[src/rtl/dump_seq_ctrl.sv]
// dump_seq_ctrl: NMR dump-switch sequencer, DELAY -> (ON -> DEAD -> OFF -> DEAD) x (REP+1).
// Optional watchdog on continuous dump_on enabled by defining DUMP_WDOG_EN.
module dump_seq_ctrl #(
  parameter int PARA_W   = 12,
  parameter int CHOICE_W = 3,
  parameter int REP_W    = 4,
  parameter int MAX_ON   = 4000
) (
  input  logic                clk_sys,
  input  logic                rst_n,
  input  logic                state_start,
  input  logic                dump_load,
  input  logic [CHOICE_W-1:0] dump_choice,
  input  logic [PARA_W-1:0]   dump_para,
  input  logic                pluse_start,
  input  logic                bri_cycle,
  output logic                dump_on,
  output logic                dump_off,
  output logic                busy,
  output logic                done,
  output logic                fault
);
  typedef enum logic [2:0] {S_IDLE, S_ARMED, S_DLY, S_ON, S_DT1, S_OFF, S_DT2} state_t;
  state_t r_state, w_next;
  logic [PARA_W-1:0] r_delay, r_on_w, r_dead, r_off_w, r_s_on, r_s_dead, r_s_off, r_cnt;
  logic [REP_W-1:0]  r_rep, r_rep_cnt, w_rep_nxt;
  logic              r_mode;
  logic [PARA_W-1:0] w_d [8];
  logic [4:0]        w_nz;
  logic [2:0]        w_pos, w_p;
  logic              w_run, w_trig, w_end, w_step, w_fin, w_wd_trip, w_on, w_off, w_busy;
  // Timed-phase positions 0..4 = DLY,ON,DT1,OFF,DT2; 5 means "sequence exhausted".
  function automatic logic [2:0] first_nz(input logic [2:0] from, input logic [4:0] nz);
    first_nz = 3'd5;
    for (int k = 4; k >= 0; k--) if (k >= int'(from) && nz[k]) first_nz = 3'(k);
  endfunction
  assign w_run  = r_state >= S_DLY;
  assign w_pos  = 3'(r_state) - 3'd2;
  assign w_end  = w_run && r_cnt == '0;
  assign w_trig = r_state == S_ARMED && !done && !fault && (r_mode ? bri_cycle : pluse_start);
  // The trigger cycle still sees live registers; afterwards only the shadows are used.
  assign w_d[0] = r_delay;
  assign w_d[1] = w_trig ? r_on_w : r_s_on;
  assign w_d[2] = w_trig ? r_dead : r_s_dead;
  assign w_d[3] = w_trig ? r_off_w : r_s_off;
  assign w_d[4] = w_d[2];
  assign w_d[5] = '0;
  assign w_d[6] = '0;
  assign w_d[7] = '0;
  assign w_nz   = {|w_d[4], |w_d[3], |w_d[2], |w_d[1], |w_d[0]};
  always_comb begin
    w_rep_nxt = w_trig ? r_rep : r_rep_cnt;
    w_p = first_nz(w_trig ? 3'd0 : w_pos + 3'd1, w_nz);
    if (w_end && w_p == 3'd5 && r_rep_cnt != '0) begin
      w_p = first_nz(3'd1, w_nz);
      w_rep_nxt = r_rep_cnt - 1'b1;
    end
    w_step = w_trig || w_end;
    w_fin = w_step && w_p == 3'd5;
    w_next = (!state_start || w_wd_trip) ? S_IDLE :
             w_step ? (w_fin ? S_ARMED : state_t'(w_p + 3'd2)) :
             r_state == S_IDLE ? S_ARMED : r_state;
  end
  always_comb begin
    w_on = w_next == S_ON;
    w_off = w_next == S_OFF;
    w_busy = w_next >= S_DLY;
  end
  always_ff @(posedge clk_sys or negedge rst_n) begin
    if (!rst_n) begin
      r_state <= S_IDLE;
      {r_delay, r_on_w, r_dead, r_off_w, r_s_on, r_s_dead, r_s_off, r_cnt} <= '0;
      {r_rep, r_rep_cnt, r_mode} <= '0;
      {dump_on, dump_off, busy, done} <= '0;
    end else begin
      if (dump_load && dump_choice == CHOICE_W'(0)) r_delay <= dump_para;
      if (dump_load && dump_choice == CHOICE_W'(1)) r_on_w <= dump_para;
      if (dump_load && dump_choice == CHOICE_W'(2)) r_dead <= dump_para;
      if (dump_load && dump_choice == CHOICE_W'(3)) r_off_w <= dump_para;
      if (dump_load && dump_choice == CHOICE_W'(4)) r_rep <= dump_para[REP_W-1:0];
      if (dump_load && dump_choice == CHOICE_W'(5)) r_mode <= dump_para[0];
      if (w_trig) {r_s_on, r_s_dead, r_s_off} <= {r_on_w, r_dead, r_off_w};
      r_state <= w_next;
      r_rep_cnt <= w_rep_nxt;
      r_cnt <= (w_step && !w_fin) ? w_d[w_p] - 1'b1 : (w_run && r_cnt != '0) ? r_cnt - 1'b1 : r_cnt;
      dump_on <= w_on;
      dump_off <= w_off;
      busy <= w_busy;
      done <= w_fin && state_start && !w_wd_trip;
    end
  end
`ifdef DUMP_WDOG_EN
  localparam int WD_W = $clog2(MAX_ON + 1);
  logic [WD_W-1:0] r_wd;
  assign w_wd_trip = dump_on && r_wd == WD_W'(MAX_ON - 1);
  always_ff @(posedge clk_sys or negedge rst_n) begin
    if (!rst_n) begin
      r_wd <= '0;
      fault <= 1'b0;
    end else begin
      r_wd <= dump_on ? r_wd + 1'b1 : '0;
      fault <= fault | w_wd_trip;
    end
  end
`else
  assign w_wd_trip = 1'b0;
  assign fault = 1'b0;
  if (MAX_ON < 1) begin : g_max_on_chk
    $error("MAX_ON must be positive");
  end
`endif
endmodule

[config.mk]
export PLATFORM = sky130hd
export DESIGN_NAME = dump_seq_ctrl
export DESIGN_NICKNAME = d
export VERILOG_FILES = /design/src/rtl/dump_seq_ctrl.sv
export SDC_FILE = /design/constraint.sdc
export NUM_CORES = 1
export LEC_CHECK = 0
export BUFFER_PORTS_ARGS = -buffer_cell sky130_fd_sc_hd__buf_4
export CORE_MARGIN = 1.5
export CORE_UTILIZATION = 55
export CTS_BUF_LIST = sky130_fd_sc_hd__clkbuf_4
export CTS_CLUSTER_DIAMETER = 60
export CTS_CLUSTER_SIZE = 40
export DETAILED_ROUTE_END_ITERATION = 8
export PLACE_DENSITY = 0.87
export SLEW_MARGIN = 25
export SYNTH_ARGS = -nofsm -noshare
export SYNTH_HDL_FRONTEND = slang
export SYNTH_SLANG_ARGS = --single-unit
[constraint.sdc]
create_clock -name clk_sys -period 3.7 [get_ports clk_sys]
set_clock_uncertainty 0.05 [all_clocks]
set_input_delay 0.185 -clock clk_sys [delete_from_list [all_inputs] [get_ports clk_sys]]
set_output_delay 0.185 -clock clk_sys [all_outputs]
set_load 0.01 [all_outputs]
# Word level (Yosys, flattened, before mapping)
# Index checks and enable logic that the tools add are counted.
# Widths: inputs -> output; s select.
# totals
regBits	112
input_bits	21
output_inout_bits	5
# op_classes
addsub	6
order_cmp	8
n_eq_ne	10
muxes	25
bitwise_logic	1
n_reduce_logical	34
# op_table
operator	count
$mux 12	7
$reduce_or 12->1	4
$mux 3	13
$bmux 12 s3	1
$sub 12x1->12 const B	2
$logic_and 1x1->1	20
$eq 3x3->1 const B	5
$logic_not 12->1	1
$reduce_bool 12->1	1
$eq 3x2->1 const B	3
$mux 4	2
$eq 3x1->1 const B	2
$ge 1x3->1 const A	2
$ge 2x3->1 const A	2
$ge 3x2->1 const B	2
$logic_not 3->1	2
$ge 4x4->1 const B	1
$not 3->4	1
$reduce_bool 2->1	2
$reduce_bool 4->1	1
$sub 4x1->4 const B	1
$add 3x1->3 const B	1
$add 3x2->3 const B	1
$ge 3x3->1 const A	1
4 further kinds	6

# Logic depth before layout (Yosys ltp)
# Gate-level depths: netlist (run 1).
# depth
word_depth	21
depth_mapped	17

# Worst setup path before layout (run 1)
# No wires, ideal clock.
# synth_path
kind	register to register
startpoint	reg r_state[0]
endpoint	reg r_cnt[8]
setup_ps	69
arrival_ps	3885
required_ps	3581
setup_slack_ps	-303
path_stages_with_launch	15
path_buffers	0
path_cell_list	dfrtp_1 > inv_1 > ha_1 > or3_1 > a311oi_2 > a2111oi_4 > or4b_4 > a21oi_2 > mux2i_1 > o211a_1 > ha_1 > o2111a_1 > nand3_1 > or3_1 > nand3_1
# synth_between
elab_chain_len	21
# synth_lines
item	line	text
start, declared	24	state_t r_state, w_next;
start signal, assigned	83	r_state <= w_next;
branches (longest 21 deep; another with $sub 3x2->3)	--	
end signal, assigned	85	r_cnt <= (w_step && !w_fin) ? w_d[w_p] - 1'b1 : (w_run && r_cnt != '0) ? r_cnt - 1'b1 : r_cnt;
end, declared	25	logic [PARA_W-1:0] r_delay, r_on_w, r_dead, r_off_w, r_s_on, r_s_dead, r_s_off, r_cnt;
# Several ways; the timed one is not identified. The select of a mux whose other input is x is not followed.
# A chain may end at the register's enable or synchronous reset.

# Final worst setup path (run 1)
# Same ends and word-level chain as after synthesis.

==> results of run 1 <==
-- path summary, 6_finish.rpt --
kind / start / endpoint
setup / recovery: r_state[0] / r_cnt[8]
hold / removal: dump_choice[1] / r_mode
setup reg to reg: r_state[0] / r_cnt[8]
hold reg to reg: r_cnt[4] / r_cnt[4]
max in group asynchronous: rst_n / dump_on
min in group asynchronous: rst_n / r_on_w[1]
-- cells by family after synthesis --
kind of cell             Yosys count  synth area share (%)
AO/OA/AOI/OAI                    108                  14.8
XOR/XNOR                           6                 0.972
adder cells (fa/ha/maj)            7                  1.42
buffers and inverters             35                  2.92
flip-flops                       112                  45.4
multiplexers                      67                  12.0
other                              1                0.0607
AND/OR/NAND/NOR                  250                  22.5
-- power by group --
group          total (uW)  internal (uW)  switching (uW)
logic                5420           2500            2920
clock network         669            226             443
registers            2000           1640             362
total                8090           4360            3730
-- tightest hold or removal path, delay by kind of cell --
| family | cells | cell delay, ns |
|---|---|---|
| muxes | 1 | 0.15 |
| and+or+nand+nor | 2 | 0.12 |
| buffers and inverters | 1 | 0.12 |
-- synth_stat cells (6+ instances only) --
master and n:
o21ai_0 16, o211a_1 7, mux2i_1 11, nor3_1 14, nor2_1 16, nor4_1 20
dfrtp_1 112, nor4_2 6, and3_2 6, clkbuf_1 7, a211o_1 9, nand2_1 127
inv_1 13, o211ai_1 7, mux2_2 55, nor4_4 6, a21oi_1 8, nand3_1 11
ha_1 7, a211oi_1 8
-- area by class of cell --
type	instances	area [um^2]	share of cell area [%]
clock inverters	6	78.8	1.02
clock buffers	10	75.1	0.975
repair buffers	137	1090	14.2
flip-flops and latches	112	2800	36.4
inverters	13	48.8	0.634
multi-input cells	439	3430	44.5
well taps	140	175	2.28
-- registers in the layout, indices dropped and copies added (netlist names) --
| register | count |
|---|---|
| r_on_w | 12 |
| r_rep | 4 |
| r_s_dead | 12 |
| r_delay | 12 |
| r_s_off | 12 |
| r_s_on | 12 |
| r_cnt | 12 |
| r_mode | 1 |
| r_rep_cnt | 4 |
| dump_on | 1 |
| r_state | 3 |
| r_dead | 12 |
| busy | 1 |
| dump_off | 1 |
| done | 1 |
| r_off_w | 12 |
-- metal layers --
layer,vias to the layer above,part of all wire (%),GRT usage (%)
met3,61,6.8,6.04
met5,-,0,0
li1,2407,-,-
met1,2730,40,40.6
met4,0,4.3,16.5
met2,276,49,54.6
-- metrics by stage --
| step | utilization, % | instances |
|---|---|---|
| finish | 70.7 | 857 |
| global route | 70.7 | 857 |
| CTS | 69.5 | 850 |
| detailed placement | 65.3 | 814 |
| global placement | 65.3 | 814 |
| floorplan | - | 586 |
-- timing repair --
item	CTS	global route
hold buffers	15	0
gates resized for setup	22	15
cloned	0	0
buffers inserted	5	7
pin swaps	12	10
endpoints found under the setup margin	8	9
hold endpoints to repair	117	0
==> results.toml, run 1 <==
[global_routing]
grt_pass1_vias = 5588
overflow = 0
grt_pass1_wl_mm = 28.9
grt_max_degree = 61
grt_usage_pct = 32.7
grt_antenna_before_repair = 0

[power_and_ir_drop]
ir_worst_vdd_uv = 782
power_density_nw_per_um2 = 1050
power.total_uw = 8090
p_leak_uw = 0.00344

[floorplanning]
ios = 26
fp-row-count = 38
die_width_um = 109
initial_core_util_pct = 56.7
dieHeight_um = 109
core_area_um2 = 10900
die_area_um2 = 11900

[layout]
n_fill_cell = 795
mostFrequentLayoutCell = "nand2_1"
final_area_um2 = 7700
finalNetCount = 740
final_cell_mix = "nand2_1 (127), buf_4 (115), dfrtp_1 (112)"
num_antenna_cells = 0
syn2layout_area_growth_pct = 24.6
drive_gt1_share_pct = 38.4

[sta]
fin_crit_sh_pct = 103
report.final.slew_viol_count = 0
whs_ns = 0.0336
max_slew_margin_pct = 47.9
fin_crit_ns = 3.82
max_clock_freq_mhz = 262
worst_slew_pin_slew_ns = 0.778
tns_ns = -0.425
finalHoldViolations = 0
final-setup-viol-count = 7
rsz0062_at_grt = "yes"
worst_slack_ns = -0.118

[yosys]
synth-edff-count = 0
ys_ff_latch = 112
ys.flop_type = "dfrtp_1"
synth_largest_area_cell = "dfrtp_1"
syn_area_um2 = 6180
synth_cells = 586
synth_warnings = 0
async_flop_share_pct = 100
yosysTopAreaCellShare_pct = 45.4
ys_seq_area_share_pct = 45.4
synthDistinctLibCells = 87
syn_nets = 614
synth_top_cells_by_area = "dfrtp_1 (45%), mux2_2 (10%), nand2_1 (7.7%), nor4_4 (2.1%), nor4_1 (2.0%)"
syn_area_per_cell_um2 = 10.5

[clock_tree]
cts_max_path_buffers = 2
cts_made_buffers = 9
htree_num_levels = 3
cts_tree = "yes"
clk_pin_slew_worst_paths_ns = 0.20
cts_root_buf = "clkbuf_4"
cts_sinks = 112
clock_latency_ns = 0.51

[critical_path]
ff2ff_path_depth = 14
start_kind = "register"
cpMaxStageDelayCell = "or4b_4"
r2r_setup_slack_ns = -0.12
crit_path_max_incr_delay_ns = 0.56
crit_type = "register to register"
cp_num_cells = 14
worst-path-max-fanout = 5
end_kind = "register"
worstPathBufferInverterCount = 1
worst_ep_arrival_time_ns = 4.21
cp_cell_sequence = "inv_2 > ha_4 > or3_4 > a311oi_2 > a2111oi_4 > or4b_4 > a21oi_4 > mux2i_1 > o211a_1 > ha_2 > o2111a_2 > nand3_2 > or3_1 > nand3_1"
worstPathRequired_ns = 4.09
crit_family = "simple AND/OR/NAND/NOR gates"

[placed_design]
gp_congestion = 1.01
dpl-instance-area_um2 = 7110
hpwl_mm = 13.7
dp_slack_ns = -0.158
io_buffers = 24

[status]
status = "complete, but fails checks"
violations = "setup timing"

[detailed_routing]
route.vias.total = 5474
drcViolationCount = 0
via_per_inst = 6.39
drt-total-wl_mm = 18.4
drtIter0Drc = 430
ant_nets = 0
wl_per_cell_um = 21.5
dr.pass1.iters = 5

[job]
cap_violations = 0

[hold_path]
hp-class = "primary input to register"
whs_path_depth = 4
Power figures use the tool's default switching activity.
==> run 2: changes to the inputs <==
--- a/config.mk
+++ b/config.mk
@@ -6,6 +6,7 @@
 export NUM_CORES = 1
 export LEC_CHECK = 0
 export BUFFER_PORTS_ARGS = -buffer_cell sky130_fd_sc_hd__buf_4
+export CORE_ASPECT_RATIO = 1.5
 export CORE_MARGIN = 1.5
 export CORE_UTILIZATION = 55
 export CTS_BUF_LIST = sky130_fd_sc_hd__clkbuf_4
==> run 2 against run 1 <==
The run still ends with setup timing left. Sequential power is essentially flat. Count of clock-buffer cells in the layout down 1. Largest cell class unchanged. Die area grew 0.11%. Highest routed layer unchanged. Sequential cell count stayed put. Power increased by 6.9%. Fmax rose by 1.3%. Non-clock buffer count rose by 29.
==> results.toml, run 2 (synthesized netlist as in run 1, its figures left out) <==
[status]
status = "complete, but fails checks"
violations = "setup timing"

[placed_design]
io_buffers = 24
dp_slack_ns = -0.173
hpwl_mm = 13.7
gp_congestion = 1.06

[sta]
finalHoldViolations = 0
final-setup-viol-count = 7
max_slew_margin_pct = 46.2
rsz0062_at_grt = "yes"
tns_ns = -0.256
worst_slack_ns = -0.0675
fin_crit_sh_pct = 102
worst_slew_pin_slew_ns = 0.808
fin_crit_ns = 3.77
report.final.slew_viol_count = 0
max_clock_freq_mhz = 265

[power_and_ir_drop]
p_seq_share_pct = 23.0
power_density_nw_per_um2 = 1070
comb_power_share_pct = 69.9
clkPwrFrac_pct = 7.1
internal-power_uw = 4710
swShare_pct = 45.6
p_switching_uw = 3940
p_leak_uw = 0.00363
power.total_uw = 8650
ir_worst_vdd_uv = 450

[critical_path]
start_kind = "register"
ff2ff_path_depth = 17
worst_ep_arrival_time_ns = 4.17
end_kind = "register"
reg2reg_from = "r_state[1]"
r2r-end = "r_cnt[8]"
worstPathRequired_ns = 4.10
worst-path-max-fanout = 6
r2r_setup_slack_ns = -0.07
startpoint = "r_state[1]"
crit_type = "register to register"
endpoint = "r_cnt[8]"

[layout]
syn2layout_area_growth_pct = 30.7
final_cell_mix = "buf_4 (140), nand2_1 (127), dfrtp_1 (112)"
mostFrequentLayoutCell = "buf_4"
finalNetCount = 770
n_fill_cell = 728
drive_gt1_share_pct = 42.8

[global_routing]
grt_antenna_before_repair = 1
grt_max_degree = 67
grt_pass1_vias = 5562
grt_usage_pct = 32.1
overflow = 0
grt_pass1_wl_mm = 28.4

[clock_tree]
clk_pin_slew_worst_paths_ns = 0.19
cts_max_path_buffers = 2
cts_tree = "yes"
cts_made_buffers = 9
clock_latency_ns = 0.50
htree_num_levels = 3
cts_root_buf = "clkbuf_4"
cts_sinks = 112

[floorplanning]
fp-row-count = 47
ios = 26
core_area_um2 = 11000
die_area_um2 = 11900
dieHeight_um = 133
initial_core_util_pct = 56.2
die_width_um = 89.5

[detailed_routing]
route.vias.total = 5564
drtIter0Drc = 468
ant_nets = 0
dr.pass1.iters = 5
wl_per_cell_um = 21.1
drt-total-wl_mm = 18.9
drcViolationCount = 0
via_per_inst = 6.22

[job]
cap_violations = 0

[hold_path]
hp-class = "primary input to register"
==> run 2: cell count changes in the layout (fill, tap and decap cells not counted), moves of 2 or more <==
cell     before  now
a22oi_2       0    2
nor2_1       16   14
mux2i_1      10    8
ha_4          2    4
buf_4       115  140
buf_6         7   10
o21ai_0      16   14
mux2i_2       1    3
nor2_2        0    2
o21ai_1       0    2
a22oi_1       3    1
==> run 2: power by group through the flow <==
stage	logic, uW	clock network [uW]	registers, uW
after detailed placement	5060	0	2000
after global routing	6380	664	2030
final	6050	611	1990
after CTS	5360	613	1970
after floorplan	3000	0	1910
after global placement	4950	0	1960
==> run 2: critical path, stage by stage (launching register included) <==
cell,delay [ns]
dfrtp_1,0.46
inv_2,0.14
ha_4,0.15
or3b_4,0.41
o21ai_4,0.19
buf_4,0.15
and2_4,0.19
nor4_4,0.06
buf_4,0.17
buf_4,0.14
buf_4,0.13
a211o_1,0.26
a211o_1,0.36
o211ai_2,0.14
nand3_4,0.12
buf_4,0.17
or3_1,0.36
nand3_1,0.07
==> run 2: through the flow <==
step | std cells | utilization, % | hold slack, ns | cell area, um^2
6_report | 895 | 73.4 | 0.0214 | 8070
5_1_grt | 895 | 73.4 | 0.0536 | 8070
4_1_cts | 877 | 70.2 | 0.0292 | 7720
3_5_place_dp | 837 | 65.9 | 0.273 | 7250
3_3_place_gp | 837 | 65.9 | 0.255 | 7250
2_1_floorplan | 586 | - | -0.161 | 6220
==> run 2: area by class of cell <==
| cell class | count | area [um^2] | area share [%] |
|---|---|---|---|
| Clock buffer | 9 | 67.6 | 0.837 |
| Multi-Input combinational cell | 440 | 3560 | 44.1 |
| Sequential cell | 112 | 2800 | 34.7 |
| Clock inverter | 7 | 73.8 | 0.914 |
| Timing Repair Buffer | 166 | 1330 | 16.5 |
| Antenna cell | 1 | 2.50 | 0.0310 |
| Inverter | 13 | 48.8 | 0.604 |
| Tap cell | 147 | 184 | 2.28 |
==> run 2: how the worst min path moves through the flow <==
stage | from | to | slack (ns) | cells after the start
finish | dump_choice[1] | r_mode | 0.02 | 4
global placement | rst_n | r_dead[5] | 0.25 | 1
CTS | dump_choice[1] | r_mode | 0.03 | 4
floorplan | rst_n | busy | -0.16 | 0
global route | dump_choice[1] | r_mode | 0.05 | 4
detailed placement | rst_n | r_dead[9] | 0.27 | 1
==> run 2: per-layer routing <==
layer	wire, um	GRT usage [%]
met1	6890	38.6
met4	1270	20.5
met5	0	0
met3	1090	5.80
met2	9660	51.8
==> run 2: what timing repair did <==
item / 4_1_cts / 5_1_grt
hold buffers: 15 / 0
hold endpoints to repair: 122 / 0
setup buffers: 9 / 18
endpoints found under the setup margin: 8 / 10
pin swaps: 19 / 33
gates resized for setup: 23 / 43
cloned: 0 / 1
==> run 3: changes to the inputs <==
--- a/config.mk
+++ b/config.mk
@@ -14,6 +14,7 @@
 export CTS_CLUSTER_SIZE = 40
 export DETAILED_ROUTE_END_ITERATION = 8
 export PLACE_DENSITY = 0.87
+export SETUP_SLACK_MARGIN = 0.02
 export SLEW_MARGIN = 25
 export SYNTH_ARGS = -nofsm -noshare
 export SYNTH_HDL_FRONTEND = slang
==> run 3 against run 2 <==
The run still ends with setup timing left. Largest power group unchanged. Sequential share of layout area decreased by 0.39 points. Global-route usage increased by 0.45 points. First-iteration DRC count increased by 10%. Clock power increased by 6.1%. Setup slack got worse by 0.18 ns. Combinational power increased by 6.0%. Sequential cell count unchanged. Largest cell class unchanged. Via count increased by 2.5%. Sequential power about the same. Count of clock-buffer cells in the layout unchanged. Final cell count unchanged.
==> results.toml, run 3 (synthesized netlist as in run 1, its figures left out) <==
[layout]
mostFrequentLayoutCell = "buf_4"
final_cell_mix = "buf_4 (135), nand2_1 (126), dfrtp_1 (111)"
finalNetCount = 772
drive_gt1_share_pct = 44.0
final_area_um2 = 8170
num_antenna_cells = 0
final_cells = 895
syn2layout_area_growth_pct = 32.3

[global_routing]
overflow = 0
grt_pass1_wl_mm = 29.0
grt_antenna_before_repair = 0
grt_pass1_vias = 5639
grt_max_degree = 50
grt_usage_pct = 32.5

[clock_tree]
htree_num_levels = 3
cts_tree = "yes"
clock_latency_ns = 0.47
clk_pin_slew_worst_paths_ns = 0.18
cts_sinks = 112
cts_root_buf = "clkbuf_4"
cts_made_buffers = 9
cts_max_path_buffers = 2

[critical_path]
crit_type = "register to register"
worstPathRequired_ns = 4.02
worst-path-max-fanout = 7
cpMaxStageDelayCell = "or4_4"
worst_ep_arrival_time_ns = 4.27
start_kind = "register"
worstPathBufferInverterCount = 3
crit_path_max_incr_delay_ns = 0.56
end_kind = "register"
crit_family = "compound AO/OA/AOI/OAI gates"
cp_cell_sequence = "nor4_4 > a31oi_1 > a2111oi_4 > buf_4 > nor3_4 > buf_12 > buf_4 > a21oi_4 > a2111oi_4 > or4_4 > o31a_1 > o31ai_1"

[power_and_ir_drop]
ir_worst_vdd_uv = 749
p_leak_uw = 0.00366
power_density_nw_per_um2 = 1110

[detailed_routing]
drtIter0Drc = 516
drcViolationCount = 0
met3_length_mm = 1.21
dr.pass1.iters = 6
wl_met2_mm = 9.70
m1WireLength_mm = 7.17
wl_per_cell_um = 21.9
route.vias.total = 5703
ant_nets = 0
via_per_inst = 6.37
drt-total-wl_mm = 19.6
highest_layer = "met4"

[sta]
finalHoldViolations = 0
final-setup-viol-count = 7
fin_crit_ns = 3.95
max_clock_freq_mhz = 253
fin_crit_sh_pct = 107
report.final.slew_viol_count = 0
max_slew_margin_pct = 46.7
worst_slack_ns = -0.249
rsz0062_at_grt = "yes"
whs_ns = 0.0176
worst_slew_pin_slew_ns = 0.796

[floorplanning]
ios = 26
dieHeight_um = 133
fp-row-count = 47
die_width_um = 89.5
die_area_um2 = 11900
core_area_um2 = 11000
initial_core_util_pct = 56.2

[status]
status = "complete, but fails checks"
violations = "setup timing"

[placed_design]
hpwl_mm = 13.5
placedCellCount = 831
io_buffers = 24
dpl-instance-area_um2 = 7210
gp_congestion = 1.03

[job]
cap_violations = 0

[hold_path]
hp-class = "primary input to register"
-- run 3: cell count changes in the layout (fill, tap and decap cells not counted), sizes merged --
cell / before / now
buf: 151 / 155
bufinv: 0 / 1
clkinv: 4 / 2
diode: 1 / 0
dlygate4sd3: 15 / 14
nand2: 131 / 130
-- run 3: path summary, 6_finish.rpt --
kind	start	endpoint	slack [ns]	cells past startpoint
worst max-delay path	r_s_on[7]	r_cnt[7]	-0.25	12
worst min-delay path	dump_choice[0]	r_mode	0.02	3
worst min register to register	r_rep[0]	r_rep[0]	0.48	1
worst max register to register	r_s_on[7]	r_cnt[7]	-0.25	12
max in group asynchronous	rst_n	r_state[0]	2.54	3
min in group asynchronous	rst_n	r_on_w[9]	0.18	2
-- run 3: metrics by stage --
step	setup WS (ns)	power [uW]	util (%)	setup TNS (ns)
floorplan	0.0361	4920	-	0
global placement	-0.108	6810	65.5	-0.275
detailed placement	-0.141	6950	65.5	-0.747
CTS	-0.0542	8180	70.7	-0.175
global route	-0.327	9490	74.3	-2.18
finish	-0.249	9080	74.3	-1.13
-- run 3: area by class of cell --
| type | count | area, um^2 |
|---|---|---|
| timing repair buffer | 169 | 1410 |
| multi-input combinational | 439 | 3580 |
| clock buffer | 9 | 67.6 |
| inverter | 13 | 51.3 |
| fill | 703 | 2830 |
| clock inverter | 6 | 75.1 |
| tap | 147 | 184 |
| sequential | 112 | 2800 |
-- run 3: power breakdown --
part	total (uW)	switching (uW)	internal (uW)	leakage [uW]
logic	6410	3260	3150	0.00220
clock network	648	433	215	0.0000802
registers	2020	381	1640	0.00138
-- run 3: layer usage --
layer  GRT usage (%)  vias to the layer above
li1                -                     2469
met2            53.0                      324
met5               0                        -
met3            5.86                      108
met1            38.5                     2802
met4            21.1                        0
-- run 3: worst reg2reg max path, cell delays in order (launching register included) --
cell and delay [ns]:
dfrtp_1 0.45, nor4_4 0.53, a31oi_1 0.26, a2111oi_4 0.46, buf_4 0.21, nor3_4 0.05
buf_12 0.14, buf_4 0.14, a21oi_4 0.24, a2111oi_4 0.15, or4_4 0.56, o31a_1 0.34
o31ai_1 0.29
-- run 3: repair_timing --
item / 4_1_cts / 5_1_grt
buffers inserted: 16 / 21
hold buffers: 14 / 0
gates resized for setup: 31 / 48
pin swaps: 27 / 30
endpoints found under the setup margin: 8 / 10
endpoints found under the hold margin: 104 / 0
